File: config.mk
export PLATFORM = sky130hd
export DESIGN_NAME = fitness_arbiter_flat
export DESIGN_NICKNAME = d
export VERILOG_FILES = /design/src/rtl/fitness_arbiter_if.sv /design/src/rtl/fitness_arbiter.sv /design/src/flat_wrapper.sv
export SDC_FILE = /design/constraint.sdc
export NUM_CORES = 1
export LEC_CHECK = 0
export BUFFER_PORTS_ARGS = -buffer_cell sky130_fd_sc_hd__buf_2
export CORE_MARGIN = 1.5
export CORE_UTILIZATION = 40
export CTS_CLUSTER_SIZE = 25
export DETAILED_ROUTE_END_ITERATION = 8
export PLACE_DENSITY = 0.71
export SLEW_MARGIN = 25
export SYNTH_ARGS = -nofsm -noshare
export SYNTH_HDL_FRONTEND = slang
export SYNTH_SLANG_ARGS = --single-unit
File: constraint.sdc
create_clock -name clk -period 4.5 [get_ports clk]
set_clock_uncertainty 0.15 [all_clocks]
set_input_delay 0.675 -clock clk [delete_from_list [all_inputs] [get_ports clk]]
set_output_delay 0.675 -clock clk [all_outputs]
set_load 0.1 [all_outputs]
File: src/rtl/fitness_arbiter_if.sv
// Handshake bundle between the GA engines, the fitness arbiter and the shared evaluator.
// The arbiter connects through the master modport; engines and evaluator use the slave modport.
interface fitness_arbiter_if #(
    parameter int ErrorWidth      = 32,
    parameter int IndividualWidth = 32,
    parameter int Requesters      = 4
);
    logic [Requesters-1:0]                 req_start;
    logic [Requesters*IndividualWidth-1:0] req_individual;
    logic [Requesters-1:0]                 req_finish;
    logic [ErrorWidth-1:0]                 req_error;
    logic                                  eval_start;
    logic [IndividualWidth-1:0]            eval_individual;
    logic                                  eval_finish;
    logic [ErrorWidth-1:0]                 eval_error;
    logic                                  eval_abort;
    logic [Requesters-1:0]                 grant;
    logic                                  busy;
    logic                                  timed_out;

    modport master (
        input  req_start,
        input  req_individual,
        input  eval_finish,
        input  eval_error,
        output req_finish,
        output req_error,
        output eval_start,
        output eval_individual,
        output eval_abort,
        output grant,
        output busy,
        output timed_out
    );

    modport slave (
        output req_start,
        output req_individual,
        output eval_finish,
        output eval_error,
        input  req_finish,
        input  req_error,
        input  eval_start,
        input  eval_individual,
        input  eval_abort,
        input  grant,
        input  busy,
        input  timed_out
    );
endinterface

File: src/rtl/fitness_arbiter.sv
// Round-robin arbiter sharing one fitness evaluator between several GA engines,
// with a watchdog that releases the evaluator when it never finishes.
module fitness_arbiter #(
    parameter int ErrorWidth      = 32,
    parameter int IndividualWidth = 32,
    parameter int Requesters      = 4,
    parameter int TimeoutWidth    = 16,
    parameter int TimeoutCycles   = 1000
) (
    input  logic              clk,
    input  logic              rst_n,
    fitness_arbiter_if.master bus
);

    localparam int IdxWidth = (Requesters > 1) ? $clog2(Requesters) : 1;
    localparam logic [IdxWidth-1:0]     LastIdx     = IdxWidth'(Requesters - 1);
    localparam logic [TimeoutWidth-1:0] CountOne    = TimeoutWidth'(1);
    localparam logic [TimeoutWidth-1:0] CountMax    = {TimeoutWidth{1'b1}};
    localparam logic [TimeoutWidth-1:0] CountExpire = TimeoutWidth'(TimeoutCycles - 1);
    localparam logic                    WatchdogOn  = (TimeoutCycles != 0);
    localparam logic [Requesters-1:0]   OneHotBase  = {{(Requesters-1){1'b0}}, 1'b1};

    typedef enum logic [2:0] {
        S_IDLE    = 3'd0,
        S_ISSUE   = 3'd1,
        S_WAIT    = 3'd2,
        S_RESPOND = 3'd3,
        S_DRAIN   = 3'd4
    } state_t;

    state_t                     r_state;
    logic [Requesters-1:0]      r_grant;
    logic [IdxWidth-1:0]        r_grant_idx;
    logic [IdxWidth-1:0]        r_last_grant;
    logic [Requesters-1:0]      r_served;
    logic [TimeoutWidth-1:0]    r_count;
    logic [IndividualWidth-1:0] r_eval_individual;
    logic [ErrorWidth-1:0]      r_req_error;
    logic [Requesters-1:0]      r_req_finish;
    logic                       r_eval_start;
    logic                       r_eval_abort;
    logic                       r_timed_out;
    logic                       r_busy;

    logic [Requesters-1:0]      w_eligible;
    logic                       w_found;
    logic [IdxWidth-1:0]        w_win_idx;
    logic [IdxWidth-1:0]        w_cand_idx;
    int                         w_cand;
    logic [Requesters-1:0]      w_win_onehot;
    logic [IndividualWidth-1:0] w_win_individual;
    logic [Requesters-1:0]      w_served_set;

    // Round-robin search: first eligible requester after the previous grantee.
    always_comb begin
        w_eligible = bus.req_start & ~r_served;
        w_found    = 1'b0;
        w_win_idx  = {IdxWidth{1'b0}};
        w_cand     = 0;
        w_cand_idx = {IdxWidth{1'b0}};
        for (int off = 1; off <= Requesters; off++) begin
            w_cand     = (int'(r_last_grant) + off) % Requesters;
            w_cand_idx = IdxWidth'(w_cand);
            if (!w_found && w_eligible[w_cand_idx]) begin
                w_found   = 1'b1;
                w_win_idx = w_cand_idx;
            end else begin
                w_found   = w_found;
            end
        end
    end

    // Decode the winner into its one-hot grant and its individual slice.
    always_comb begin
        w_win_onehot     = OneHotBase << w_win_idx;
        w_win_individual = {IndividualWidth{1'b0}};
        for (int i = 0; i < Requesters; i++) begin
            if (w_win_idx == IdxWidth'(i)) begin
                w_win_individual = bus.req_individual[i*IndividualWidth +: IndividualWidth];
            end else begin
                w_win_individual = w_win_individual;
            end
        end
    end

    // A grantee is marked served as its response goes out; a low request forgets it.
    assign w_served_set = (r_state == S_RESPOND) ? r_grant : {Requesters{1'b0}};

    // Job sequencer: arbitration, issue, watchdog, response and finish drain.
    always_ff @(posedge clk or negedge rst_n) begin
        if (!rst_n) begin
            r_state           <= S_IDLE;
            r_grant           <= {Requesters{1'b0}};
            r_grant_idx       <= {IdxWidth{1'b0}};
            r_last_grant      <= LastIdx;
            r_served          <= {Requesters{1'b0}};
            r_count           <= {TimeoutWidth{1'b0}};
            r_eval_individual <= {IndividualWidth{1'b0}};
            r_req_error       <= {ErrorWidth{1'b0}};
            r_req_finish      <= {Requesters{1'b0}};
            r_eval_start      <= 1'b0;
            r_eval_abort      <= 1'b0;
            r_timed_out       <= 1'b0;
            r_busy            <= 1'b0;
        end else begin
            r_eval_start <= 1'b0;
            r_eval_abort <= 1'b0;
            r_timed_out  <= 1'b0;
            r_req_finish <= {Requesters{1'b0}};
            r_served     <= (r_served | w_served_set) & bus.req_start;

            case (r_state)
                S_IDLE: begin
                    if (w_found) begin
                        r_state           <= S_ISSUE;
                        r_grant           <= w_win_onehot;
                        r_grant_idx       <= w_win_idx;
                        r_eval_individual <= w_win_individual;
                        r_eval_start      <= 1'b1;
                        r_busy            <= 1'b1;
                    end else begin
                        r_state <= S_IDLE;
                        r_busy  <= 1'b0;
                    end
                end

                S_ISSUE: begin
                    r_count <= {TimeoutWidth{1'b0}};
                    r_state <= S_WAIT;
                end

                S_WAIT: begin
                    if (bus.eval_finish) begin
                        r_req_error  <= bus.eval_error;
                        r_req_finish <= r_grant;
                        r_state      <= S_RESPOND;
                    end else if (WatchdogOn && (r_count == CountExpire)) begin
                        // Abort: the engine sees a worst-case (all-ones) error.
                        r_req_error  <= {ErrorWidth{1'b1}};
                        r_req_finish <= r_grant;
                        r_timed_out  <= 1'b1;
                        r_eval_abort <= 1'b1;
                        r_state      <= S_RESPOND;
                    end else if (r_count != CountMax) begin
                        r_count <= r_count + CountOne;
                    end else begin
                        r_count <= r_count;
                    end
                end

                S_RESPOND: begin
                    r_last_grant <= r_grant_idx;
                    r_grant      <= {Requesters{1'b0}};
                    r_state      <= S_DRAIN;
                end

                S_DRAIN: begin
                    // A stretched finish must not complete the next job.
                    if (bus.eval_finish) begin
                        r_state <= S_DRAIN;
                    end else begin
                        r_state <= S_IDLE;
                        r_busy  <= 1'b0;
                    end
                end

                default: begin
                    r_state <= S_IDLE;
                    r_grant <= {Requesters{1'b0}};
                    r_busy  <= 1'b0;
                end
            endcase
        end
    end

    assign bus.grant           = r_grant;
    assign bus.busy            = r_busy;
    assign bus.eval_start      = r_eval_start;
    assign bus.eval_individual = r_eval_individual;
    assign bus.eval_abort      = r_eval_abort;
    assign bus.req_finish      = r_req_finish;
    assign bus.req_error       = r_req_error;
    assign bus.timed_out       = r_timed_out;

endmodule

File: src/flat_wrapper.sv
// flat-port wrapper written by rule: the top's interface ports become plain ports
module fitness_arbiter_flat 
#(
    parameter int ErrorWidth      = 32,
    parameter int IndividualWidth = 32,
    parameter int Requesters      = 4,
    parameter int TimeoutWidth    = 16,
    parameter int TimeoutCycles   = 1000
)
  (clk, rst_n, bus_req_start, bus_req_individual, bus_eval_finish, bus_eval_error, bus_req_finish, bus_req_error, bus_eval_start, bus_eval_individual, bus_eval_abort, bus_grant, bus_busy, bus_timed_out);
  fitness_arbiter_if #(.ErrorWidth(ErrorWidth), .IndividualWidth(IndividualWidth), .Requesters(Requesters)) bus_i ();
  input  logic clk;
  input  logic rst_n;
  input wire logic [$bits(bus_i.req_start)-1:0] bus_req_start;
  input wire logic [$bits(bus_i.req_individual)-1:0] bus_req_individual;
  input wire logic [$bits(bus_i.eval_finish)-1:0] bus_eval_finish;
  input wire logic [$bits(bus_i.eval_error)-1:0] bus_eval_error;
  output wire logic [$bits(bus_i.req_finish)-1:0] bus_req_finish;
  output wire logic [$bits(bus_i.req_error)-1:0] bus_req_error;
  output wire logic [$bits(bus_i.eval_start)-1:0] bus_eval_start;
  output wire logic [$bits(bus_i.eval_individual)-1:0] bus_eval_individual;
  output wire logic [$bits(bus_i.eval_abort)-1:0] bus_eval_abort;
  output wire logic [$bits(bus_i.grant)-1:0] bus_grant;
  output wire logic [$bits(bus_i.busy)-1:0] bus_busy;
  output wire logic [$bits(bus_i.timed_out)-1:0] bus_timed_out;
  assign bus_i.req_start = bus_req_start;
  assign bus_i.req_individual = bus_req_individual;
  assign bus_i.eval_finish = bus_eval_finish;
  assign bus_i.eval_error = bus_eval_error;
  assign bus_req_finish = bus_i.req_finish;
  assign bus_req_error = bus_i.req_error;
  assign bus_eval_start = bus_i.eval_start;
  assign bus_eval_individual = bus_i.eval_individual;
  assign bus_eval_abort = bus_i.eval_abort;
  assign bus_grant = bus_i.grant;
  assign bus_busy = bus_i.busy;
  assign bus_timed_out = bus_i.timed_out;
  fitness_arbiter #(.ErrorWidth(ErrorWidth), .IndividualWidth(IndividualWidth), .Requesters(Requesters), .TimeoutWidth(TimeoutWidth), .TimeoutCycles(TimeoutCycles)) u_core (.clk(clk), .rst_n(rst_n), .bus(bus_i));
endmodule
==> impl_results.md <==
* Final setup fails at 0
* Fin. Hold Viols at 0
* Post-Syn Nets at 656
* # diodes at 0
* P&R area growth vs syn at 31.6%
* Starting Density at 41.5%
* Final ANT Viol Nets at 0
* Die H at 115 um
* Max cap viols at 0
* Tcrit/Tclk final at 68.8%
* CTS buffer count at 9
* Max clock buf depth at 2
* I/O Buffers at 242
* Total global-route track usage at 22.8%
* CORE AREA at 0.0121 sq mm
* Synth top area share at 49.8%
* Synth Instances at 488
* Initial antenna violation count at 0
* Fin nets at 876
* Clk Latency, worst-skew pair at 0.34 ns
* Largest net degree at the start of global routing at 69
* Fin crit period at 3.09 ns
* Grt total ovfl at 0
* Hold WS at 0.289 ns
* Die Wd at 115 um
* Layout cell share with drive strength beyond 1 at 41.5%
* Setup repair bufs after CTS at 0
* RePlAce Congestion at 0.930
* H-tree levels at 3
* Unique masters post-synth at 60
* Core Rows at 40
* EDFF count, synth at 0
* Sink Count at 102
* Yosys reg bits at 102
* Setup Total Neg Slack at 0 ns
* Drt initial violations at 352
* Slew @ Worst Pin at 0.898 ns
* # IOs at 243
* Post-layout util at 54.6%
* Max-Slew Margin vs Limit at 40.1%
* Vias in the first global route at 4,917
* Count leader, synth: dfrtp_1
* Dpl hpwl at 11,000 um
* Achievable frequency at 323 MHz
* Critical path arrival at 3.14 ns
* Setup CP Type: in -> reg
* Vias at 4,938
* TritonRoute pass-1 iters at 5
* Asr flop ratio synth at 100%
* Status: complete, no violations
* Setup crit end kind: register
* First-pass GRT wire length at 24,100 um
* Synth area leader: dfrtp_1
* Hold Buf Count CTS at 0
* DR vias/cell at 5.60
* Sequential-to-total area share from yosys stat at 50.8%
* Max FO, Critical Path at 47
* Synth top area cells: dfrtp_1 50%, o22a_1 5.6%, nand2_1 4.9%
* RSZ-0062 raised after global routing: false
* Post-CTS Resized at 0
* Post-Syn Area at 0.00502 sq mm
* Post-DR wirelength/cell at 17.3 um
* CTS tree: built
* Mean Syn Cell Area at 10.3 sq um
* Drt drc at 0
* Most frequent cells after synthesis: 100 x dfrtp_1, 65 x nand2_1, 35 x o21ai_0
* Die Area at 0.0132 sq mm
* Final slew viol count at 0
* Clk slew on worst S/H paths at 0.07 ns
* Hold WC Path Type: in -> async
* Worst setup SP type: primary input
* Total Wirelength at 15,300 um
* Root Buffer: clkbuf_16
* Critical path required time at 4.55 ns
* Synthesis warning total at 0
* Most used DFF post-synth: dfrtp_1
cell families after synthesis:
family	count (synthesis)	share of synthesized area, %
AND/OR/NAND/NOR	148	14.4
AO/OA/AOI/OAI	168	25.8
adder cells (fa/ha/maj)	1	0.249
XOR/XNOR	5	0.872
multiplexers	16	3.41
flip-flops	102	50.8
buffers and inverters	48	4.41
stage by stage:
| step | cells | instance area, sq um | worst slack (ns) |
|---|---|---|---|
| floorplan | 488 | 5020 | 2.00 |
| global placement | 865 | 6330 | 1.21 |
| detailed placement | 865 | 6330 | 1.10 |
| CTS | 881 | 6610 | 1.45 |
| global route | 881 | 6620 | 1.25 |
| finish | 881 | 6620 | 1.41 |
flip-flops by register name, summed over array words and instances (netlist names):
| register | count |
|---|---|
| u_core.bus.eval_start | 1 |
| u_core.r_count | 16 |
| u_core.bus.req_finish | 4 |
| u_core.bus.busy | 1 |
| u_core.bus.grant | 4 |
| u_core.r_last_grant | 2 |
| u_core.r_grant_idx | 2 |
| u_core.r_served | 4 |
| u_core.bus.eval_abort | 1 |
| u_core.bus.eval_individual | 32 |
| u_core.r_state | 3 |
| u_core.bus.req_error | 32 |
cells in the final DEF (no fill, tap or decap), drive strengths merged, types with 5 or more instances in the layout:
cell type  synthesis  layout
a21oi             14      14
buf               20     251
mux2i              7       7
nand2b             5       5
a32oi             25      25
nand3              8       8
dfrtp            100     100
clkbuf            22       9
or3                5       5
nor2              17      17
nor2b              6       6
inv                6      10
nand2             66      66
or4                6       6
o22a              32      32
a221o              6       6
nor3              11      11
o221ai            25      25
and2               8       8
o21ai             39      39
mux2               9       9
worst paths after layout:
check,slack (ns),cells after the start,end,from
setup / recovery,1.41,11,u_core.bus.eval_individual[14],bus_req_start[0]
hold / removal,0.29,1,u_core.r_count[12],rst_n
setup reg to reg,1.45,10,u_core.bus.eval_individual[14],u_core.r_served[0]
hold reg to reg,0.34,2,u_core.r_grant_idx[1],u_core.r_grant_idx[1]
max in group asynchronous,2.90,2,u_core.bus.req_error[5],rst_n
min in group clk,0.34,2,u_core.r_grant_idx[1],u_core.r_grant_idx[1]
worst max-delay path, stage by stage:
cell and delay (ns):
buf_2 0.08, nor2b_1 0.29, nand2b_1 0.23, nor2_1 0.08, or4_1 0.39, buf_4 0.29, inv_1 0.11, buf_4 0.32
and2_1 0.18, buf_4 0.29, a32oi_1 0.16
area by class of cell:
class	instances	area, sq um
tap	168	210
timing repair buffer	251	1280
multi-input combinational	338	2270
fill	1114	5500
clock inverter	7	55.1
sequential	102	2550
inverter	6	22.5
clock buffer	9	225
metal layers:
metal	track usage (%)	wire (um)	vias to the layer above
li1	-	-	2301
met1	28.6	6160	2382
met2	39.8	7700	224
met5	0	0	-
met3	4.16	1080	31
met4	7.98	346	0
Power is not shown: default switching activity piles up to over one toggle a cycle in this logic, so the estimate is an artifact.
